==> config.mk <==
export PLATFORM = sky130hd
export DESIGN_NAME = i2c_slave_regmap_flat
export DESIGN_NICKNAME = d
export VERILOG_FILES = /design/src/rtl/i2c_slave_regmap_if.sv /design/src/rtl/i2c_slave_regmap.sv /design/src/flat_wrapper.sv
export SDC_FILE = /design/constraint.sdc
export NUM_CORES = 1
export LEC_CHECK = 0
export ABC_AREA = 0
export CAP_MARGIN = 30
export CELL_PAD_IN_SITES_DETAIL_PLACEMENT = 2
export CELL_PAD_IN_SITES_GLOBAL_PLACEMENT = 2
export CORE_ASPECT_RATIO = 1.75
export CORE_UTILIZATION = 37
export DETAILED_ROUTE_END_ITERATION = 10
export MAX_ROUTING_LAYER = met4
export PLACE_DENSITY_LB_ADDON = 0.1
export SETUP_SLACK_MARGIN = 0.2
export SYNTH_ARGS = -nofsm -noshare
export SYNTH_HDL_FRONTEND = slang
export SYNTH_SLANG_ARGS = --single-unit
==> constraint.sdc <==
create_clock -name clk -period 1.9 [get_ports clk]
set_input_delay 0.19 -clock clk [delete_from_list [all_inputs] [get_ports clk]]
set_output_delay 0.19 -clock clk [all_outputs]
set_load 0.01 [all_outputs]
==> src/rtl/i2c_slave_regmap_if.sv <==
// Byte-level I2C slave handshake plus local host register port for i2c_slave_regmap.
// master drives the bus side (slave FSM + host); slave is the register-map controller.
interface i2c_slave_regmap_if #(parameter int ADDR_W = 4);
  logic              txn_start;
  logic [7:0]        rx_data;
  logic              rx_valid;
  logic [7:0]        tx_data;
  logic              tx_done;
  logic              host_we;
  logic [ADDR_W-1:0] host_addr;
  logic [7:0]        host_wdata;
  logic [7:0]        host_rdata;
  logic              i2c_wr;
  logic [ADDR_W-1:0] i2c_wr_addr;
  logic              collision;

  modport master (
    output txn_start, rx_data, rx_valid, tx_done, host_we, host_addr, host_wdata,
    input  tx_data, host_rdata, i2c_wr, i2c_wr_addr, collision
  );

  modport slave (
    input  txn_start, rx_data, rx_valid, tx_done, host_we, host_addr, host_wdata,
    output tx_data, host_rdata, i2c_wr, i2c_wr_addr, collision
  );
endinterface

==> src/rtl/i2c_slave_regmap.sv <==
// Register-file controller behind an I2C slave byte interface, shared with a host port.
// Optional I2C write protection per register is enabled by defining I2C_REGMAP_WPROT_EN.
module i2c_slave_regmap #(
  parameter int ADDR_W = 4
) (
  input  logic                   clk,
  input  logic                   reset,
`ifdef I2C_REGMAP_WPROT_EN
  input  logic [(2**ADDR_W)-1:0] wprot,
`endif
  i2c_slave_regmap_if.slave      bus
);
  localparam int REG_COUNT = 2**ADDR_W;

  typedef enum logic [1:0] {IDLE, PTR, WRITE, READ} state_t;

  state_t            state_reg;
  logic [ADDR_W-1:0] ptr_reg;
  logic              rx_valid_d_reg;
  logic              tx_done_d_reg;
  logic [7:0]        regs [REG_COUNT];

  logic rx_edge;
  logic tx_edge;
  logic wr_blocked;
  logic i2c_we;

  // rx_valid / tx_done are levels from the slave; only their rising edge is a byte event.
  assign rx_edge = bus.rx_valid & ~rx_valid_d_reg;
  assign tx_edge = bus.tx_done  & ~tx_done_d_reg;

`ifdef I2C_REGMAP_WPROT_EN
  assign wr_blocked = wprot[ptr_reg];
`else
  assign wr_blocked = 1'b0;
`endif

  assign i2c_we = ~bus.txn_start & rx_edge & (state_reg == WRITE) & ~wr_blocked;

  always_ff @(posedge clk or negedge reset) begin
    if (!reset) begin
      state_reg       <= IDLE;
      ptr_reg         <= '0;
      rx_valid_d_reg  <= 1'b0;
      tx_done_d_reg   <= 1'b0;
      bus.i2c_wr      <= 1'b0;
      bus.i2c_wr_addr <= '0;
      bus.collision   <= 1'b0;
    end else begin
      rx_valid_d_reg <= bus.rx_valid;
      tx_done_d_reg  <= bus.tx_done;
      bus.i2c_wr     <= i2c_we;
      bus.collision  <= i2c_we & bus.host_we & (bus.host_addr == ptr_reg);
      if (i2c_we) begin
        bus.i2c_wr_addr <= ptr_reg;
      end
      // A (re)START always wins over a byte event arriving in the same cycle.
      if (bus.txn_start) begin
        state_reg <= PTR;
      end else begin
        case (state_reg)
          PTR: begin
            if (rx_edge) begin
              ptr_reg   <= bus.rx_data[ADDR_W-1:0];
              state_reg <= WRITE;
            end else if (tx_edge) begin
              ptr_reg   <= ptr_reg + ADDR_W'(1);
              state_reg <= READ;
            end
          end
          WRITE: begin
            if (rx_edge) begin
              ptr_reg <= ptr_reg + ADDR_W'(1);
            end else if (tx_edge) begin
              ptr_reg   <= ptr_reg + ADDR_W'(1);
              state_reg <= READ;
            end
          end
          READ: begin
            if (tx_edge) begin
              ptr_reg <= ptr_reg + ADDR_W'(1);
            end
          end
          default: state_reg <= IDLE;
        endcase
      end
    end
  end

  // Host write has priority over an I2C write to the same register.
  generate
    for (genvar gi = 0; gi < REG_COUNT; gi++) begin : g_reg
      always_ff @(posedge clk or negedge reset) begin
        if (!reset) begin
          regs[gi] <= 8'h00;
        end else if (bus.host_we && (bus.host_addr == ADDR_W'(gi))) begin
          regs[gi] <= bus.host_wdata;
        end else if (i2c_we && (ptr_reg == ADDR_W'(gi))) begin
          regs[gi] <= bus.rx_data;
        end
      end
    end
  endgenerate

  always_ff @(posedge clk or negedge reset) begin
    if (!reset) begin
      bus.tx_data    <= 8'h00;
      bus.host_rdata <= 8'h00;
    end else begin
      bus.tx_data    <= regs[ptr_reg];
      bus.host_rdata <= regs[bus.host_addr];
    end
  end
endmodule

==> src/flat_wrapper.sv <==
// flat-port wrapper written by rule: the top's interface ports become plain ports
module i2c_slave_regmap_flat 
#(
  parameter int ADDR_W = 4
)
  (clk, reset, bus_txn_start, bus_rx_data, bus_rx_valid, bus_tx_done, bus_host_we, bus_host_addr, bus_host_wdata, bus_tx_data, bus_host_rdata, bus_i2c_wr, bus_i2c_wr_addr, bus_collision);
  i2c_slave_regmap_if #(.ADDR_W(ADDR_W)) bus_i ();
  input  logic clk;
  input  logic reset;
  input wire logic [$bits(bus_i.txn_start)-1:0] bus_txn_start;
  input wire logic [$bits(bus_i.rx_data)-1:0] bus_rx_data;
  input wire logic [$bits(bus_i.rx_valid)-1:0] bus_rx_valid;
  input wire logic [$bits(bus_i.tx_done)-1:0] bus_tx_done;
  input wire logic [$bits(bus_i.host_we)-1:0] bus_host_we;
  input wire logic [$bits(bus_i.host_addr)-1:0] bus_host_addr;
  input wire logic [$bits(bus_i.host_wdata)-1:0] bus_host_wdata;
  output wire logic [$bits(bus_i.tx_data)-1:0] bus_tx_data;
  output wire logic [$bits(bus_i.host_rdata)-1:0] bus_host_rdata;
  output wire logic [$bits(bus_i.i2c_wr)-1:0] bus_i2c_wr;
  output wire logic [$bits(bus_i.i2c_wr_addr)-1:0] bus_i2c_wr_addr;
  output wire logic [$bits(bus_i.collision)-1:0] bus_collision;
  assign bus_i.txn_start = bus_txn_start;
  assign bus_i.rx_data = bus_rx_data;
  assign bus_i.rx_valid = bus_rx_valid;
  assign bus_i.tx_done = bus_tx_done;
  assign bus_i.host_we = bus_host_we;
  assign bus_i.host_addr = bus_host_addr;
  assign bus_i.host_wdata = bus_host_wdata;
  assign bus_tx_data = bus_i.tx_data;
  assign bus_host_rdata = bus_i.host_rdata;
  assign bus_i2c_wr = bus_i.i2c_wr;
  assign bus_i2c_wr_addr = bus_i.i2c_wr_addr;
  assign bus_collision = bus_i.collision;
  i2c_slave_regmap #(.ADDR_W(ADDR_W)) u_core (.clk(clk), .reset(reset), .bus(bus_i));
endmodule
# Word level (Yosys, flattened, before mapping)
# Index checks and enable logic that the tools add are counted.
dict set report classes {
  order_cmp 2
  n_eq_ne 36
  bitwise_logic 11
  n_mux 47
  reduce_logical 53
  n_addsub 1
}
# operator count
set op_table {}
lappend op_table {{$mux W8} 36}
lappend op_table {{$bmux W8 S4} 2}
lappend op_table {{$eq A4 B4 Y1 const B} 16}
lappend op_table {{$eq A4 B3 Y1 const B} 8}
lappend op_table {{$logic_and A1 B1 Y1} 32}
lappend op_table {{$reduce_bool A2 Y1} 16}
lappend op_table {{$eq A4 B2 Y1 const B} 4}
lappend op_table {{$mux W4} 3}
lappend op_table {{$pmux W4 S3} 1}
lappend op_table {{$ge A5 B5 Y1 const B} 2}
lappend op_table {{$not A4 Y5} 2}
lappend op_table {{$eq A4 B1 Y1 const B} 2}
lappend op_table {{$logic_not A4 Y1} 2}
lappend op_table {{$mux W2} 4}
lappend op_table {{$and A1 B1 Y1} 6}
lappend op_table {{$pmux W2 S3} 1}
lappend op_table {{$add A4 B1 Y4 const B} 1}
lappend op_table {{$eq A2 B2 Y1 const B} 2}
lappend op_table {{$eq A4 B4 Y1} 1}
lappend op_table {{$reduce_and A2 Y1} 2}
lappend op_table {{$ne A3 B3 Y1 const B} 1}
lappend op_table {{$not A1 Y1} 3}
lappend op_table {{$reduce_bool A3 Y1} 1}
lappend op_table {{$eq A2 B1 Y1 const B} 1}
lappend op_table {{$ne A2 B2 Y1 const B} 1}
dict set report totals {
  ff_bits 158
  output_inout_bits 22
  in_bits 26
}

# Longest topological paths before layout
dict set report depth {
  depth_word 7
  mapped_depth 8
}

# Worst setup path after synthesis
# OpenSTA, ideal clock, no wires.
dict set report synth_timing {
  kind {register to register}
  startpoint {reg u_core.ptr_reg[1]}
  endpoint {reg u_core.regs[86] (netlist bit)}
  period_less_slack_ns 1.957
  n_path_buf 3
  arrival_ns 1.833
  stages_incl_launch_ff 8
  setup_slack_ns -0.057
  path_cell_list {dfrtp_1 clkbuf_1 buf_2 inv_1 ha_1 a21oi_1 buf_2 o21ai_1}
}
dict set report synth_between {
  elab_chain_cells 3
}
# element line
set synth_rtl {}
lappend synth_rtl {{from (decl)} i2c_slave_regmap.sv:18} ;# logic [ADDR_W-1:0] ptr_reg;
lappend synth_rtl {{from (signal assigned)} i2c_slave_regmap.sv:64} ;# ptr_reg <= bus.rx_data[ADDR_W-1:0];
lappend synth_rtl {{from (signal assigned)} i2c_slave_regmap.sv:67} ;# ptr_reg <= ptr_reg + ADDR_W'(1);
lappend synth_rtl {{from (signal assigned)} i2c_slave_regmap.sv:73} ;# ptr_reg <= ptr_reg + ADDR_W'(1);
lappend synth_rtl {{$eq A4 B3 Y1} i2c_slave_regmap.sv:98} ;# end else if (i2c_we && (ptr_reg == ADDR_W'(gi))) begin
lappend synth_rtl {{$logic_and A1 B1 Y1} i2c_slave_regmap.sv:98}
lappend synth_rtl {{$reduce_bool A2 Y1 (no line)} --}
lappend synth_rtl {{to (signal, indexed assignment)} i2c_slave_regmap.sv:97} ;# regs[gi] <= bus.host_wdata;
lappend synth_rtl {{to (signal, indexed assignment)} i2c_slave_regmap.sv:99} ;# regs[gi] <= bus.rx_data;
lappend synth_rtl {{to (decl)} i2c_slave_regmap.sv:21} ;# logic [7:0] regs [REG_COUNT];
# No other way between the ends.
# A chain may end at the register's enable or synchronous reset.

# Worst setup path in the final report
dict set report layout_timing {
  startpoint {reg u_core.ptr_reg[1]}
  endpoint {reg u_core.regs[84] (netlist bit)}
}
# The elaborated chain is that of the path after synthesis.

==> metrics.cfg <==
[critical_path]
max_stage_delay_ns=0.67
crit_type=reg -> reg
arrival_ns=2.26
r2r_slack_ns=-0.03
r2r_end=u_core.regs[84]$_DFFE_PN0P_
crit_path_top_delay_cell=ha_1
crit_fanout=8
worstReg2RegStart=u_core.ptr_reg[1]$_DFFE_PN0P_
reg2reg_depth=5
crit_path_cell_trace=inv_1 -> ha_1 -> a21oi_4 -> nand2_1 -> o21ai_1
endpoint_kind=flop
required_ns=2.23
critical_path.startpoint_type=flop

[logic_synthesis]
seq_area_frac_synth_pct=41.6
ys_types=52
synth_edf_count=0
yosys_warnings=0
mappedNetlistNets=851
async_reset_ff_share_pct=100
synth_seq_cells=158
synth.cell_area_um2=9520
syn_inst=816
yosys_most_used_dff=dfrtp_1
avgSynthCellArea_um2=11.7

[placement]
routabilityCongestion=0.834
port_buffers=47
dpl.hpwl_um=25600
dpl-instance-area_um2=10800
dp_cells=1197

[detailed_routing]
drt_wl_total_um=43300
postRouteAntennaNets=0
via_count=8056
first_pass_iters=5
drc_errors=0
wire_per_inst_um=33.8
drt_iter0_markers=543
vias_per_cell=6.29

[layout]
utilization_pct=51.7
drive_gt1_share_pct=41.7
largest_reg_flops=128
nets=986
largest_register=u_core.regs
syn_to_final_growth_pct=37.3
reg_top3=u_core.regs x128, u_core.bus.host_rdata x8, u_core.bus.tx_data x8
final_cells=1281
fin_area_um2=13100

[hold_path]
hp-start=bus_host_we
hold_depth=2
worst_hold_path_type=in -> reg
hold_end=u_core.bus.collision$_DFF_PN0_

[clocking]
insertion_delay_ns=0.47
cts_buffers=17
htree_levels=4
clock-sinks=158
cts_tree=yes
max-clock-path-buffers=2
path_clk_slew_ns=0.07
cts_root_buf=clkbuf_16

[grt]
grt_usage_pct=31.4
grt_start_max_net_pins=52
gr-usage-met2_pct=56.5
gr-usage-met3_pct=4.92
grt_pass1_wl_um=57000
gr-usage-met1_pct=32.1
grt_pass1_vias=8806
antenna_found_initial=1
busiest_layer=met2
grt_overflow=0

[sta]
setup_slack_ns=-0.0350
finalCritPeriodShare_pct=102
clock_skew_ns=0.0104
slew_headroom_pct=47.6
report.final.slew_viol_count=0
rsz0062_at_grt=true
worst-slew-pin-transition_ns=0.786
fmax_mhz=517
finalSetupTns_ns=-0.149
period_needed_ns=1.93
hold_violations=0
finalHoldWorstSlack_ns=0.210
setup_viol=11

[run_status]
violations=setup timing
status=complete, but fails checks

[power]
p_leak_nw=5.71
powerDensity_nw_per_um2=1140
vdd_ir_drop_max_mv=0.690

[die]
core.rowCount=77
core_area_um2=25200
die_area_um2=26400
io_pins=48
start_util_pct=37.7
die_w_um=123
dieHeight_um=214

[job]
maxCapViolCount=0

-- critical path, delay by kind of cell (launching register included) --
| family | cells | cell delay [ns] |
|---|---|---|
| buffers and inverters | 1 | 0.12 |
| AOI/OAI and AO/OA | 2 | 0.34 |
| DFF | 1 | 0.49 |
| and+or+nand+nor | 1 | 0.18 |
| adders and majority gates | 1 | 0.67 |
-- report_power, final --
part | total [W] | internal (W) | switching (W)
Combinational | 0.00583 | 0.00294 | 0.00289
Clock | 0.00393 | 0.00238 | 0.00155
Sequential | 0.00509 | 0.00419 | 0.000906
Total | 0.0149 | 0.00950 | 0.00535
-- stage by stage --
| step | setup WS (ns) | total power [W] |
|---|---|---|
| 2_1_floorplan | 0.103 | 0.00759 |
| 3_3_place_gp | -0.368 | 0.00926 |
| 3_5_place_dp | -0.477 | 0.00957 |
| 4_1_cts | 0.00596 | 0.0140 |
| 5_1_grt | -0.0613 | 0.0153 |
| 6_report | -0.0350 | 0.0149 |
-- repair_timing --
action / 4_1_cts / 5_1_grt
hold buffers: 1 / 0
setup buffers: 23 / 14
endpoints found under the hold margin: 48 / 0
pin swaps: 44 / 64
setup endpoints to repair: 140 / 134
resized for setup: 76 / 184
gates cloned: 6 / 7
-- cell families (layout without fill, tap and decap cells) --
family	after synthesis	after routing	share of synthesized area (%)
adders and majority gates	9	9	1.18
AOI/OAI and AO/OA	171	174	10.1
xor gates and xnor gates	5	5	0.460
DFF	158	158	41.6
and+or+nand+nor	189	189	9.11
other	0	1	0
buffers and inverters	74	219	4.38
muxes	210	210	33.2
-- Yosys cell counts (4+ instances only) --
| master | instances | area (um^2) |
|---|---|---|
| o21ai_0 | 46 | 230 |
| buf_6 | 7 | 78.8 |
| nand2_1 | 134 | 503 |
| or3_1 | 4 | 25.0 |
| buf_2 | 17 | 85.1 |
| mux4_2 | 65 | 1460 |
| nor2_1 | 12 | 45.0 |
| nand2b_1 | 4 | 25.0 |
| nand3b_1 | 4 | 30.0 |
| inv_1 | 6 | 22.5 |
| buf_4 | 10 | 75.1 |
| o21ai_1 | 92 | 460 |
| ha_1 | 9 | 113 |
| mux4_1 | 15 | 394 |
| a21oi_1 | 16 | 80.1 |
| dfrtp_1 | 158 | 3950 |
| mux2i_1 | 128 | 1280 |
| clkbuf_1 | 29 | 109 |
| nor2b_1 | 4 | 25.0 |
| nor2_2 | 6 | 37.5 |
-- metal layers --
layer | up-vias | wire, um
met1 | 4300 | 14600
met5 | - | 0
met3 | 151 | 1720
li1 | 3285 | -
met2 | 320 | 24400
met4 | 0 | 2620
-- placed cells by master, fill, tap and decap left out, types with 8 or more instances in the layout --
master / Yosys / routed
dfrtp_1: 158 / 155
mux2i_1: 128 / 128
buf_4: 10 / 77
nand2_1: 134 / 71
mux4_2: 65 / 65
o21ai_1: 92 / 63
o21ai_2: 0 / 45
clkdlybuf4s50_1: 0 / 40
nand2_4: 0 / 37
nand2_2: 2 / 28
o21ai_0: 46 / 27
clkbuf_16: 0 / 24
buf_6: 7 / 24
buf_12: 1 / 19
mux4_1: 15 / 15
a21oi_4: 1 / 13
nor2_1: 12 / 12
a21oi_1: 16 / 8
-- cell type report --
class / instances / area (um^2)
clock inverter: 9 / 154
multi-input combinational: 587 / 6020
clock buffer: 23 / 498
timing repair buffer: 181 / 2020
fill: 2395 / 12200
antenna: 1 / 2.50
tap: 316 / 395
inverter: 6 / 22.5
sequential: 158 / 3960
-- how the worst max path moves through the flow --
stage | startpoint | end | slack (ns) | cells past startpoint
after CTS | u_core.ptr_reg[0]$_DFFE_PN0P_ | u_core.bus.tx_data[6]$_DFF_PN0_ | 0.006 | 4
after detailed placement | bus_rx_valid | u_core.regs[20]$_DFFE_PN0P_ | -0.48 | 6
after floorplan | u_core.ptr_reg[0]$_DFFE_PN0P_ | u_core.bus.tx_data[0]$_DFF_PN0_ | 0.10 | 4
final | u_core.ptr_reg[1]$_DFFE_PN0P_ | u_core.regs[84]$_DFFE_PN0P_ | -0.03 | 5
after global routing | u_core.ptr_reg[1]$_DFFE_PN0P_ | u_core.regs[16]$_DFFE_PN0P_ | -0.06 | 5
after global placement | bus_rx_valid | u_core.regs[10]$_DFFE_PN0P_ | -0.37 | 6
(Power assumes the default switching activity.)
